===== config.mk =====
export PLATFORM = sky130hd
export DESIGN_NAME = fetch_ctrl
export DESIGN_NICKNAME = d
export VERILOG_FILES = /design/src/rtl/lab7_pkg.sv /design/src/rtl/fetch_ctrl_pc_reg.sv /design/src/rtl/fetch_ctrl.sv
export SDC_FILE = /design/constraint.sdc
export NUM_CORES = 1
export LEC_CHECK = 0
export BUFFER_PORTS_ARGS = -buffer_cell sky130_fd_sc_hd__buf_2
export CORE_MARGIN = 10
export CORE_UTILIZATION = 44
export DETAILED_ROUTE_END_ITERATION = 16
export HOLD_SLACK_MARGIN = 0.12
export MAX_ROUTING_LAYER = met4
export PLACE_DENSITY_LB_ADDON = 0.15
export RECOVER_POWER = 25
export SLEW_MARGIN = 30
export SYNTH_ARGS = -nofsm -noshare
export SYNTH_HDL_FRONTEND = slang
export SYNTH_SLANG_ARGS = --single-unit

===== constraint.sdc =====
create_clock -name clk -period 1.7 [get_ports clk]
set_input_delay 0.17 -clock clk [delete_from_list [all_inputs] [get_ports clk]]
set_output_delay 0.17 -clock clk [all_outputs]
set_load 0.01 [all_outputs]

===== src/rtl/lab7_pkg.sv =====
// Shared definitions for the lab7 RISC machine: fetch state encoding,
// the halt opcode and the default address/data widths used by the RAM,
// the fetch sequencer and the datapath.
package lab7_pkg;

  localparam int LAB7_ADDR_W  = 9;
  localparam int LAB7_INSTR_W = 16;

  // Top three instruction bits equal to this value stop the fetch loop.
  localparam logic [2:0] LAB7_HALT_OP = 3'b111;

  // Legacy-compatible state codes; the enum below reuses them so that
  // waveforms and older tools see the same numeric encoding.
  localparam logic [2:0] S_RST  = 3'd0;
  localparam logic [2:0] S_IF1  = 3'd1;
  localparam logic [2:0] S_IF2  = 3'd2;
  localparam logic [2:0] S_EXEC = 3'd3;
  localparam logic [2:0] S_HALT = 3'd4;

  typedef enum logic [2:0] {
    ST_RST  = S_RST,
    ST_IF1  = S_IF1,
    ST_IF2  = S_IF2,
    ST_EXEC = S_EXEC,
    ST_HALT = S_HALT
  } fetch_state_t;

endpackage


===== src/rtl/fetch_ctrl_pc_reg.sv =====
// Program counter: synchronous clear, hold, increment (modulo 2^ADDR_W)
// or load of a branch target. A load takes priority over an increment.
module pc_reg #(
  parameter int ADDR_W = 9
) (
  input  logic              clk,
  input  logic              reset,
  input  logic              inc,
  input  logic              load,
  input  logic [ADDR_W-1:0] target,
  output logic [ADDR_W-1:0] pc
);

  localparam logic [ADDR_W-1:0] PC_ONE = ADDR_W'(1);

  // PC update; the natural adder overflow gives the wrap from max to 0.
  always_ff @(posedge clk) begin
    if (reset) begin
      pc <= '0;
    end else if (load) begin
      pc <= target;
    end else if (inc) begin
      pc <= pc + PC_ONE;
    end else begin
      pc <= pc;
    end
  end

endmodule


===== src/rtl/fetch_ctrl.sv =====
// Instruction-fetch sequencer. Steps RST -> IF1 -> IF2 -> EXEC (or HALT),
// owns the instruction register and muxes the RAM read address between
// the PC and datapath data reads while an instruction executes.
module fetch_ctrl
  import lab7_pkg::*;
#(
  parameter int         ADDR_W  = LAB7_ADDR_W,
  parameter int         INSTR_W = LAB7_INSTR_W,
  parameter logic [2:0] HALT_OP = LAB7_HALT_OP
) (
  input  logic               clk,
  input  logic               reset,
  input  logic [INSTR_W-1:0] mem_dout,
  output logic [ADDR_W-1:0]  mem_addr,
  output logic               mem_read,
  output logic [INSTR_W-1:0] instr,
  output logic               instr_valid,
  input  logic               exec_done,
  input  logic               br_en,
  input  logic [ADDR_W-1:0]  br_target,
  input  logic               dp_mem_req,
  input  logic [ADDR_W-1:0]  dp_addr,
  output logic [ADDR_W-1:0]  pc,
  output logic               halted
);

  fetch_state_t state;
  fetch_state_t state_next;
  logic         pc_inc;
  logic         pc_load;

  // The PC advances as the instruction is captured, so EXEC already sees
  // the fall-through address; a taken branch simply overwrites it.
  assign pc_inc  = (state == ST_IF2);
  assign pc_load = (state == ST_EXEC) && exec_done && br_en;

  pc_reg #(
    .ADDR_W (ADDR_W)
  ) u_pc_reg (
    .clk    (clk),
    .reset  (reset),
    .inc    (pc_inc),
    .load   (pc_load),
    .target (br_target),
    .pc     (pc)
  );

  // State register; reset forces RST regardless of other inputs.
  always_ff @(posedge clk) begin
    if (reset) begin
      state <= ST_RST;
    end else begin
      state <= state_next;
    end
  end

  // Instruction register loads the RAM word during IF2 only.
  always_ff @(posedge clk) begin
    if (reset) begin
      instr <= '0;
    end else if (state == ST_IF2) begin
      instr <= mem_dout;
    end else begin
      instr <= instr;
    end
  end

  // Next-state logic; exec_done is only looked at while executing.
  always_comb begin
    state_next = ST_RST;
    case (state)
      ST_RST:  state_next = ST_IF1;
      ST_IF1:  state_next = ST_IF2;
      ST_IF2: begin
        if (mem_dout[INSTR_W-1 -: 3] == HALT_OP) begin
          state_next = ST_HALT;
        end else begin
          state_next = ST_EXEC;
        end
      end
      ST_EXEC: begin
        if (exec_done) begin
          state_next = ST_IF1;
        end else begin
          state_next = ST_EXEC;
        end
      end
      ST_HALT: state_next = ST_HALT;
      default: state_next = ST_RST;
    endcase
  end

  // Output decode from state, PC and the EXEC-only datapath request;
  // nothing here depends on mem_dout.
  always_comb begin
    mem_addr    = pc;
    mem_read    = 1'b0;
    instr_valid = 1'b0;
    halted      = 1'b0;
    case (state)
      ST_RST: begin
        mem_addr = pc;
      end
      ST_IF1: begin
        mem_read = 1'b1;
      end
      ST_IF2: begin
        mem_read = 1'b0;
      end
      ST_EXEC: begin
        instr_valid = 1'b1;
        mem_read    = dp_mem_req;
        if (dp_mem_req) begin
          mem_addr = dp_addr;
        end else begin
          mem_addr = pc;
        end
      end
      ST_HALT: begin
        halted = 1'b1;
      end
      default: begin
        mem_addr = pc;
      end
    endcase
  end

endmodule


==> parameters.txt <==
Parameter                              Value

Timing
  Max-slew headroom ... 57.3%
  Final worst-path setup slack ... -0.0528 ns
  Count of final setup violators ... 9
  Worst Clk Skew ... 0.0131 ns
  Measured slew at the worst slew-check pin ... 0.641 ns
  Final period demand of the worst path ... 1.75 ns
  Tcrit/Tclk final ... 103%
  Number of hold violations in the final report ... 0
  Fmax ... 571 MHz
  Setup repair after global routing missed its margin ... true
  Slew Limit Fails ... 0
  Post-Route Setup TNS ... -0.429 ns

GRT
  Via count of the first global-routing pass ... 1,557
  Largest net degree at the start of global routing ... 29
  Sum of overflow across all layers after global routing ... 0
  Global Route Usage Sum ... ~16%
  First-pass GRT wire length ... about 7200 um
  Initial antenna violation count ... 0

Routing
  Number of design rule violations left after detail routing ... 0
  Total length of routed wires ... 4530 um
  Detail Route Antenna Nets ... 0
  Routed vias ... 1,491
  Number of vias per cell after detailed routing ... ~5.2
  Detailed-route wire length per cell ... 15.7 um
  Count of routing violations after the opening detailed-route iteration ... 85
  DRT Pass-1 Iters ... 4

Final layout
  ANT cells ... 0
  Final instance count without filler cells ... 289
  Fraction of final layout cells sized beyond drive strength 1 ... around two fifths
  Net total in the final layout ... 297
  Area Growth Syn to Fin ... 57.1%
  Final cell area excluding filler cells ... 2150 um2
  Utilization after layout ... 71.6%
  Max reg flops ... 16

Floorplanning
  Number of core rows ... 20
  Number of ports placed on the die boundary ... 76
  Core Footprint ... approximately 3000 um2
  Effective utilization at floorplan ... 45.6%
  Die X ... 75.8 um
  Die area ... about 5700 um2
  Chip Height ... between 70 and 80 um

Worst setup path
  Data arrival at the endpoint of the critical path ... 1.58 ns
  Register-to-register setup slack ... about 0.080 ns
  Length in cells of the worst reg-to-reg path ... 5
  Maximum net fanout on the critical path ... 4
  Required time of the critical path ... 1.53 ns
  Category of the worst setup path capture point ... output port
  Critical path class ... flip-flop to output port
  Worst R2R End ... u_pc_reg.pc[8]$_SDFFE_PP0P_
  Element type at the critical path start ... flip-flop
  Critical register-to-register path startpoint ... state[2]$_SDFF_PP0_

Clock tree
  H-tree depth ... 1
  Library cell used as clock root buffer ... sky130_fd_sc_hd__clkbuf_4
  Cts bufs inserted ... 3
  Source-to-sink clock delay at the later pin of the worst-skew pair ... 0.33 ns
  Clock tree from TritonCTS ... done
  Total clock sinks ... 28
  Clk pin slew, worst setup/hold paths ... 0.16 ns
  Max Root-Sink Buffers ... 2

Place
  Gpl congestion ... around 0.85
  Placed Instance Area ... 1780 um2
  Placed insts ... around 260
  Port Buffer Count ... 75
  Sum of net half-perimeters after detailed placement ... 3200 um
  Setup slack at placement ... 0.0758 ns

Job
  Max_cap viols ... 0

Synthesis
  Cell type with the highest aggregate area in the netlist ... sky130_fd_sc_hd__dfxtp_1
  Most instantiated library cell after synthesis ... sky130_fd_sc_hd__nand2_1
  Register bit total from synthesis ... 28
  Fraction of the mapped netlist area in simple logic gates ... between 20% and 30%
  Post-Synthesis Cells ... 158
  Post-synthesis net count ... 198
  Portion of netlist area occupied by mux cells ... 7.40%
  Portion of synthesized cell area occupied by the leading cell type ... between 40% and 50%
  Post-synth ARST share ... 0%
  Ranking of synthesized cells by instance count ... sky130_fd_sc_hd__nand2_1 (36), sky130_fd_sc_hd__dfxtp_1 (28), sky130_fd_sc_hd__a21oi_1 (19)
  Post-synth EDFFs ... 0
  Post-synthesis adder-cell area fraction ... 0.914%
  Compound-gate portion of the synthesized area ... between 15 and 20%
  Synth warnings ... 0
  XOR/XNOR share of the synthesized area ... 3.84%
  Cell types occupying the most area after synthesis ... sky130_fd_sc_hd__dfxtp_1 (41%), sky130_fd_sc_hd__nand2_1 (9.9%), sky130_fd_sc_hd__mux2_1 (7.4%)
  Post-Syn Area per Cell ... 8.66 um2
  Post-synthesis instance area ... 1370 um2
  Sequential fraction of the synthesis area ... 41.0%
  Distinct cell type count after synthesis ... 35
  Combinational family with the most area after synthesis ... simple AND/OR/NAND/NOR gates
  Primary flip-flop cell chosen by synthesis mapping ... sky130_fd_sc_hd__dfxtp_1

Outcome
  Failing checks ... negative setup slack
  Result of the run ... complete, but fails checks

Worst hold path
  Worst Hold Path Cells ... 3
  Tightest Hold Check Type ... input pin to flip-flop
  Launch instance of the worst min-delay path ... br_target[3]
  Capture endpoint of the worst hold path ... u_pc_reg.pc[3]$_SDFFE_PP0P_

Pwr
  Largest voltage drop on the vdd net ... ~500 uV
  Leakage Power ... 0.957 nW
  Areal power density over the cells ... 691 nW/um2
## cell type report
class / count / area, um2
sequential: 28 / 569
clock buffer: 3 / 22.5
tap: 33 / 41.3
fill: 253 / 852
clock inverter: 1 / 30.0
multi-input combinational: 122 / 827
timing repair buffer: 102 / 661
## cell families (layout without fill, tap and decap cells)
| logic type | Yosys count | after routing |
|---|---|---|
| AND/OR/NAND/NOR | 71 | 72 |
| flip-flops | 28 | 28 |
| buffers and inverters | 9 | 106 |
| XOR/XNOR | 6 | 6 |
| adder cells (fa/ha/maj) | 1 | 1 |
| multiplexers | 9 | 9 |
| AO/OA/AOI/OAI | 34 | 34 |
## report_power, final
| part | internal, mW | leakage, nW | total, mW | switching [mW] |
|---|---|---|---|---|
| sequential | 0.688 | 0.229 | 0.712 | 0.0237 |
| combinational | 0.175 | 0.700 | 0.333 | 0.158 |
| clock | 0.238 | 0.0279 | 0.441 | 0.203 |
## layer usage
layer | vias to the layer above | GRT usage, % | routed length [um]
li1 | 746 | - | -
met1 | 691 | 17.2 | 1780
met2 | 48 | 30.0 | 2370
met3 | 6 | 3.91 | 335
met4 | 0 | 4.54 | 42
met5 | - | - | 0
## worst max-delay path: stages (launching register included)
cell and delay [ns]:
sky130_fd_sc_hd__dfxtp_4 0.38, sky130_fd_sc_hd__nor2b_4 0.14, sky130_fd_sc_hd__and2_4 0.21, sky130_fd_sc_hd__nand2_4 0.09, sky130_fd_sc_hd__mux2_4 0.31, sky130_fd_sc_hd__buf_6 0.12
## placed cells by master, fill, tap and decap left out, drive strengths merged, types with 2 or more instances in the layout
cell type    count
dfxtp           28
nor2b            5
nor3             4
clkbuf          16
mux2             9
o21ai            2
a22oi            2
nor3b            3
a2111oi          2
xor2             2
buf             72
xnor2            4
nand2           38
a21oi           19
a211oi           6
nor2            10
nand4            5
dlygate4sd3     17
## worst max-delay path by stage
stage / start / end / slack [ns] / depth (start not counted)
floorplan: u_pc_reg.pc[0]$_SDFFE_PP0P_ / u_pc_reg.pc[8]$_SDFFE_PP0P_ / 0.22 / 5
global placement: state[1]$_SDFF_PP0_ / mem_addr[5] / 0.15 / 5
detailed placement: state[1]$_SDFF_PP0_ / mem_addr[8] / 0.08 / 5
finish: state[1]$_SDFF_PP0_ / mem_addr[3] / -0.05 / 5
CTS: state[1]$_SDFF_PP0_ / mem_addr[4] / -0.04 / 5
global route: state[1]$_SDFF_PP0_ / mem_addr[5] / -0.1 / 5
## stage by stage
stage	hold WS, ns	total power, mW
3_3_place_gp	0.411	0.979
4_1_cts	0.120	1.50
5_1_grt	0.140	1.55
2_1_floorplan	0.306	0.868
6_report	0.116	1.49
3_5_place_dp	0.418	0.988
## repair_timing
item                                   4_1_cts  5_1_grt
resized for setup                           27        1
hold buffers                                17        0
buffers inserted                             3        1
cloned                                       1        0
pin swaps                                    1        0
endpoints found under the hold margin       17        0
setup endpoints to repair                    9       11
(Power assumes the default switching activity.)
